### config.mk
export PLATFORM = sky130hd
export DESIGN_NAME = rvfi_commit_serializer
export DESIGN_NICKNAME = d
export VERILOG_FILES = /design/src/rtl/rvfi_commit_serializer.sv
export SDC_FILE = /design/constraint.sdc
export NUM_CORES = 1
export LEC_CHECK = 0
export ABC_CLOCK_PERIOD_IN_PS = 11600
export CELL_PAD_IN_SITES_DETAIL_PLACEMENT = 1
export CELL_PAD_IN_SITES_GLOBAL_PLACEMENT = 2
export CORE_MARGIN = 2
export CORE_UTILIZATION = 28
export DETAILED_ROUTE_END_ITERATION = 10
export DONT_BUFFER_PORTS = 1
export PLACE_DENSITY = 0.61
export SYNTH_ARGS = -nofsm -noshare
export SYNTH_HDL_FRONTEND = slang
export SYNTH_SLANG_ARGS = --single-unit
### constraint.sdc
create_clock -name clk_i -period 11.6 [get_ports clk_i]
set_input_delay 1.16 -clock clk_i [delete_from_list [all_inputs] [get_ports clk_i]]
set_output_delay 1.16 -clock clk_i [all_outputs]
set_load 0.005 [all_outputs]
### src/rtl/rvfi_commit_serializer.sv
// RVFI commit serializer: captures up to NR_COMMIT_PORTS records per cycle into a FIFO and
// streams them out one per cycle with sequence numbers. Optional macro: RVFI_SER_TIMESTAMP_EN.
module rvfi_commit_serializer #(
    parameter int NR_COMMIT_PORTS = 2,
    parameter int DEPTH           = 8,
    parameter int REC_W           = 66
) (
    input  logic                             clk_i,
    input  logic                             rst_ni,
    input  logic                             flush_i,
    input  logic [NR_COMMIT_PORTS*REC_W-1:0] rvfi_i,
    output logic                             full_o,
    output logic                             rec_valid_o,
    input  logic                             rec_ready_i,
    output logic [REC_W-1:0]                 rec_o,
    output logic [31:0]                      rec_seq_o,
    output logic [31:0]                      drop_cnt_o,
    output logic                             overflow_o
`ifdef RVFI_SER_TIMESTAMP_EN
    ,
    output logic [31:0]                      rec_time_o
`endif
);

    // Record layout: bit 0 = valid, bit 1 = trap, upper bits are payload (pc, insn, ...).
    localparam int IDX_W = $clog2(DEPTH);
    localparam int PTR_W = IDX_W + 1;
    localparam int SUM_W = PTR_W + 1;

    logic [REC_W-1:0]           mem     [DEPTH];
    logic [31:0]                seq_mem [DEPTH];
    logic [PTR_W-1:0]           wr_ptr;
    logic [PTR_W-1:0]           rd_ptr;
    logic [PTR_W-1:0]           occ;
    logic [IDX_W-1:0]           rd_idx;
    logic [31:0]                seq_cnt;
    logic [SUM_W-1:0]           cnt;
    logic [SUM_W-1:0]           room;
    logic [SUM_W-1:0]           free;
    logic [SUM_W-1:0]           off     [NR_COMMIT_PORTS];
    logic [IDX_W-1:0]           waddr   [NR_COMMIT_PORTS];
    logic [NR_COMMIT_PORTS-1:0] cap;
    logic                       empty;
    logic                       pop;
    logic                       push;
    logic                       drop;

    function automatic logic [31:0] sat_add(input logic [31:0] a, input logic [SUM_W-1:0] b);
        logic [32:0] s;
        s = {1'b0, a} + 33'(b);
        return s[32] ? 32'hFFFF_FFFF : s[31:0];
    endfunction

    // Compaction: each captured port lands at wr_ptr + (number of captured ports below it).
    always_comb begin
        cnt = '0;
        for (int i = 0; i < NR_COMMIT_PORTS; i++) begin
            cap[i]   = rvfi_i[i*REC_W] | rvfi_i[i*REC_W+1];
            off[i]   = cnt;
            waddr[i] = IDX_W'(wr_ptr + off[i][PTR_W-1:0]);
            cnt      = cnt + SUM_W'(cap[i]);
        end
    end

    assign occ    = wr_ptr - rd_ptr;
    assign empty  = (wr_ptr == rd_ptr);
    assign rd_idx = rd_ptr[IDX_W-1:0];
    assign pop    = !empty && rec_ready_i;
    assign room   = SUM_W'(DEPTH) - SUM_W'(occ);
    assign free   = room + SUM_W'(pop);
    assign full_o = room < SUM_W'(NR_COMMIT_PORTS);
    assign push   = !flush_i && (cnt != '0) && (cnt <= free);
    assign drop   = !flush_i && (cnt > free);

    always_ff @(posedge clk_i or negedge rst_ni) begin
        if (!rst_ni) begin
            wr_ptr     <= '0;
            rd_ptr     <= '0;
            seq_cnt    <= '0;
            drop_cnt_o <= '0;
            overflow_o <= 1'b0;
        end else if (flush_i) begin
            wr_ptr <= '0;
            rd_ptr <= '0;
        end else begin
            if (pop) rd_ptr <= rd_ptr + PTR_W'(1);
            if (push) wr_ptr <= wr_ptr + cnt[PTR_W-1:0];
            // Dropped groups still consume sequence numbers so the sink can see the gap.
            seq_cnt <= seq_cnt + 32'(cnt);
            if (drop) begin
                drop_cnt_o <= sat_add(drop_cnt_o, cnt);
                overflow_o <= 1'b1;
            end
        end
    end

    always_ff @(posedge clk_i) begin
        if (push) begin
            for (int i = 0; i < NR_COMMIT_PORTS; i++) begin
                if (cap[i]) begin
                    mem[waddr[i]]     <= rvfi_i[i*REC_W +: REC_W];
                    seq_mem[waddr[i]] <= seq_cnt + 32'(off[i]);
                end
            end
        end
    end

    // Outputs are gated by empty so they read zero straight after an asynchronous reset.
    assign rec_valid_o = !empty;
    assign rec_o       = empty ? '0 : mem[rd_idx];
    assign rec_seq_o   = empty ? '0 : seq_mem[rd_idx];

`ifdef RVFI_SER_TIMESTAMP_EN
    logic [31:0] cycle_cnt;
    logic [31:0] time_mem [DEPTH];

    always_ff @(posedge clk_i or negedge rst_ni) begin
        if (!rst_ni) cycle_cnt <= '0;
        else         cycle_cnt <= cycle_cnt + 32'd1;
    end

    always_ff @(posedge clk_i) begin
        if (push) begin
            for (int i = 0; i < NR_COMMIT_PORTS; i++) begin
                if (cap[i]) time_mem[waddr[i]] <= cycle_cnt;
            end
        end
    end

    assign rec_time_o = empty ? '0 : time_mem[rd_idx];
`endif

endmodule

* Yosys cells after proc, flatten, opt, wreduce, memory -nomap -nowiden
Memory sizes are Yosys's and may differ from the RTL's.
Index checks and enable logic that the tools add are counted.
** Word-level totals
- Latch bits :: 0
- Register bits after elaboration :: 73
- Output and inout port bits :: 133
- Bits in read-only memories :: 0
- Logic and storage cells :: 47
- Memories kept :: 2
- Bits in writable memories :: 784
** Memories
- mem :: depth 8, bits a word 66, rd ports 1, clocked after Yosys merged registers in 0, wr ports 2, RTL line 30 : logic [REC_W-1:0] mem [DEPTH];
- seq_mem :: depth 8, bits a word 32, rd ports 1, clocked after Yosys merged registers in 0, wr ports 2, RTL line 31 : logic [31:0] seq_mem [DEPTH];
** Operators by class
- Reductions and logical operators :: 10
- Div/mod/pow operators :: 0
- Equal/unequal tests :: 1
- Shift-type cells :: 0
- Magnitude comparators :: 3
- Muxes and demuxes :: 13
- Bitwise logic cells :: 3
- Multiply operators :: 0
- $add $sub $neg :: 10
** Operators by type and width (number)
- $mux W66 :: 1
- $mux W32 :: 2
- $add A32 B2 Y33 :: 1
- $add A32 B1 Y32 :: 1
- $add A32 B2 Y32 :: 1
- $mux W4 :: 4
- $mux W1 :: 6
- $add A5 B1 Y5 :: 1
- $gt A2 B5 Y1 :: 1
- $le A2 B5 Y1 :: 1
- $lt A5 B2 Y1 const B :: 1
- $reduce_bool A5 Y1 :: 1
- $sub A4 B4 Y5 const A :: 1
- $add A4 B1 Y4 const B :: 1
- $add A4 B2 Y4 :: 1
- $eq A4 B4 Y1 :: 1
- $logic_and A1 B1 Y1 :: 4
- $reduce_bool A2 Y1 :: 2
- $sub A4 B4 Y4 :: 1
- $add A3 B1 Y3 :: 1
- $add A1 B1 Y2 :: 1
- $logic_not A1 Y1 :: 2
- $or A1 B1 Y1 :: 2
- $reduce_and A2 Y1 :: 1
- $not A1 Y1 :: 1

* Depth between registers and ports, before layout
- Depth in word-level cells :: 8
- Gate-level depth with buffers :: 19
- Depth with buffers taken out :: 14

* Least setup slack after synthesis
Ideal clock, no wire load.
- Kind :: reg-to-reg
- From :: register rd_ptr[1]
- To :: memory mem[3][0], enable pin
- Arrival time :: 10602 ps
- Slack :: 308 ps
- Path buffers :: 5
- Cell stages (with the launch flop) :: 19
- Data required time :: 10910 ps
- Cell sequence :: dfrtp_1 clkbuf_1 clkbuf_1 buf_1 inv_1 ha_1 nand3_1 nor2_1 inv_1 nand2_1 a21oi_1 ha_1 nand2_1 o21ai_0 a211o_1 clkbuf_1 clkbuf_1 nand3b_1 o21ai_0
** RTL lines
- from (decl) :: RTL line 33 : logic [PTR_W-1:0] rd_ptr;
- from (signal assigned) :: RTL line 86 : if (pop) rd_ptr <= rd_ptr + PTR_W'(1);
- to (decl) :: RTL line 30

==> results.ini <==
[outcome]
status = finished, final reports clean

[power]
leakagePower_nw = 16.2
power_frac_seq_pct = 38.3
clkPwrFrac_pct = 27.6
powerDensity_nw_per_um2 = 237
ir_drop_mv = 0.210
p_sw_share_pct = 36.9
p_comb_share_pct = 34.0
p_switching_w = 0.00435
internal_power_w = 0.00744

[die]
io_pins = 269
core_area_um2 = 156000
die_w_um = 401
dieArea_um2 = 161000
fp-row-count = 145
initial_core_util_pct = 28.2
die_y_um = 401

[synthesis]
synth_ff_type = edfxtp_1
synth_xor_area_share_pct = 4.87
synth_area_leaders = edfxtp_1, mux2_2, mux4_2
synthMuxAreaShare_pct = 25.1
syn_avg_cell_area_um2 = 14.6
netlist_area_um2 = 44200
synth_adder_area_share_pct = 0.748
syn_nets = 3193
synth_compound_area_share_pct = 2.28
synth-simple-area-share_pct = 7.22
yosysSeqAreaShare_pct = 57.4
synth_seq_cells = 857
synth_cell_types = 52
yosysWarnings = 0
synth_edf_count = 784
yosys.area.top_type_share_pct = 53.3
async_flop_share_pct = 8.52
synth_top_family_by_area = multiplexers
synthCells = 3033
yosys.area.top_type = edfxtp_1

[timing]
hold_viol_final = 0
report.final.slew_viol_count = 0
slew_headroom_pct = 21.1
fin_skew_ns = 0.0550
min_period_over_period_pct = 60.5
fin_setup_tns_ns = 0
worst-slew-pin-transition_ns = 1.18
max_freq_mhz = 143
rsz0062_at_grt = false
min_period_ns = 7.01
setup_viol = 0

[place]
dp.cells = 4914
hpwl_um = 82200
gp_congestion = 0.729
io_buffers = 0

[clock_tree]
h-tree-depth = 3
cts_tree = yes
cts_buffers = 103
ctsHoldBuffers = 0
clkTransAtPathRegs_ns = 0.06
clockBufferDepth = 3
clk_latency_ns = 0.75
cts_resized = 0
cts_num_sinks = 857
root_buffer = clkbuf_16
cts_setup_buffers = 0

[route]
num_vias = 26200
wl_per_cell_um = 27.6
ant_nets = 0
viasPerCell = 5.13
drc = 0
dr.pass1.iters = 5
wl_um = 141000
first_iter_violations = 1717

[cells_and_area]
layout_commonest_cell = edfxtp_1
final-instance-count-excl-fill = 5104
num-nets-final = 3121
diodes = 0
syn2layout_area_growth_pct = 12.8
layout_common_cells = edfxtp_1, mux2_2, nand2_1
drive_gt1_share_pct = 33.7

[critical_path]
crit_type = flip-flop to flip-flop
required_ns = 11.95
start_kind = flip-flop
cp-end-kind = flip-flop
r2r-end = seq_mem[5][23]
reg2regPathDepth = 15
rr_startpoint = rd_ptr[2]
cp.arrival_ns = 7.36
cp_max_fo = 63
rrSetupSlack_ns = 4.59

[global_route]
grt_use_total_pct = 17.4
grt_max_degree = 126
grt_pass1_wl_um = 208000
grt_overflow = 0
antenna_found_initial = 4
first_global_vias = 28600

[worst_hold_path]
hp-class = primary input to async pin

[job]
cap_viol_max_count = 0

cells in the mapped netlist, types with 2 or more instances:
cell type	n
a21o_1	2
a21oi_1	135
a31o_2	3
a31oi_1	15
a41oi_1	4
and2_1	9
and3_1	16
and4_1	5
buf_1	55
buf_2	55
clkbuf_1	120
dfrtp_1	73
edfxtp_1	784
fa_1	4
ha_1	20
inv_1	21
mux2_2	592
mux2i_1	2
mux4_2	196
nand2_1	256
nand2b_1	5
nand3_1	164
nand3b_1	4
nand4_1	29
nor2_1	61
nor2b_1	5
nor3_1	96
nor3b_1	2
nor4_1	6
nor4_2	2
o21ai_0	13
o22ai_1	4
or2_2	8
or3_1	8
xnor2_1	142
xor2_1	101
logic make-up (layout without fill, tap and decap cells):
logic type	after synthesis	count (layout)
AO/OA/AOI/OAI	184	184
XOR/XNOR	244	244
adder cells (fa/ha/maj)	24	24
buffers and inverters	253	266
flip-flops	857	857
multiplexers	790	790
AND/OR/NAND/NOR	681	681
per-layer routing:
layer  up-vias  wire [um]  global-route usage (%)
met1     14000      61300                    22.5
li1      11500          -                       -
met2       485      69800                    29.7
met4         2       1960                    3.76
met3       135       7810                    3.81
met5         -         14                       0
area by class of cell:
cell class	count	area [um^2]
multi-input cells	1923	18000
clock buffers	125	2660
inverters	22	87.6
repair buffers	54	430
clock inverters	65	681
fillers	16300	107000
well taps	2058	2570
flip-flops and latches	857	25400
through the flow:
stage / total power [W] / cell area, um^2 / hold slack [ns] / util, % / setup slack, ns
floorplan: 0.00723 / 44200 / 0.465 / - / 0.308
global placement: 0.00870 / 46500 / 0.488 / 29.7 / 4.47
detailed placement: 0.00874 / 46500 / 0.494 / 29.7 / 4.42
CTS: 0.0120 / 49800 / 0.0519 / 31.9 / 4.39
global route: 0.0124 / 49800 / 0.103 / 31.9 / 4.04
finish: 0.0118 / 49800 / 0.145 / 31.9 / 4.59
power by group through the flow:
stage	Clock [W]	Sequential, W	Combinational [W]
after floorplan	0	0.00458	0.00265
after global placement	0	0.00458	0.00412
after detailed placement	0	0.00459	0.00414
after CTS	0.00336	0.00453	0.00415
after global routing	0.00346	0.00459	0.00438
final	0.00326	0.00452	0.00401
how the worst max path moves through the flow:
stage	from	end	slack, ns	depth (start not counted)
2_1_floorplan	rd_ptr[1]	mem[3][0]	0.31	18
3_3_place_gp	rd_ptr[2]	seq_mem[5][20]	4.47	15
3_5_place_dp	rd_ptr[2]	seq_mem[5][14]	4.42	15
4_1_cts	rd_ptr[2]	seq_mem[5][23]	4.39	15
5_1_grt	rd_ptr[2]	seq_mem[5][23]	4.04	15
6_report	rd_ptr[2]	seq_mem[5][23]	4.59	15
sequential cells by signal, summed over array words and instances, names as in the netlist:
signal      flops
mem           528
wr_ptr          4
drop_cnt_o     32
seq_cnt        32
rd_ptr          4
seq_mem       256
overflow_o      1
critical path: stages, from the launching register on:
cell     delay [ns]
dfrtp_4        0.92
inv_6          0.47
ha_1           0.53
nand3_1        0.16
nor2_4         0.04
inv_1          0.30
nand2_1        0.20
a21oi_1        0.21
ha_1           0.17
nor2b_1        0.05
o21ai_0        0.46
a211o_4        0.69
nand3_4        0.69
o21ai_4        0.22
buf_4          0.65
buf_4          0.71
No activity file was read; power rests on OpenSTA's default activity.
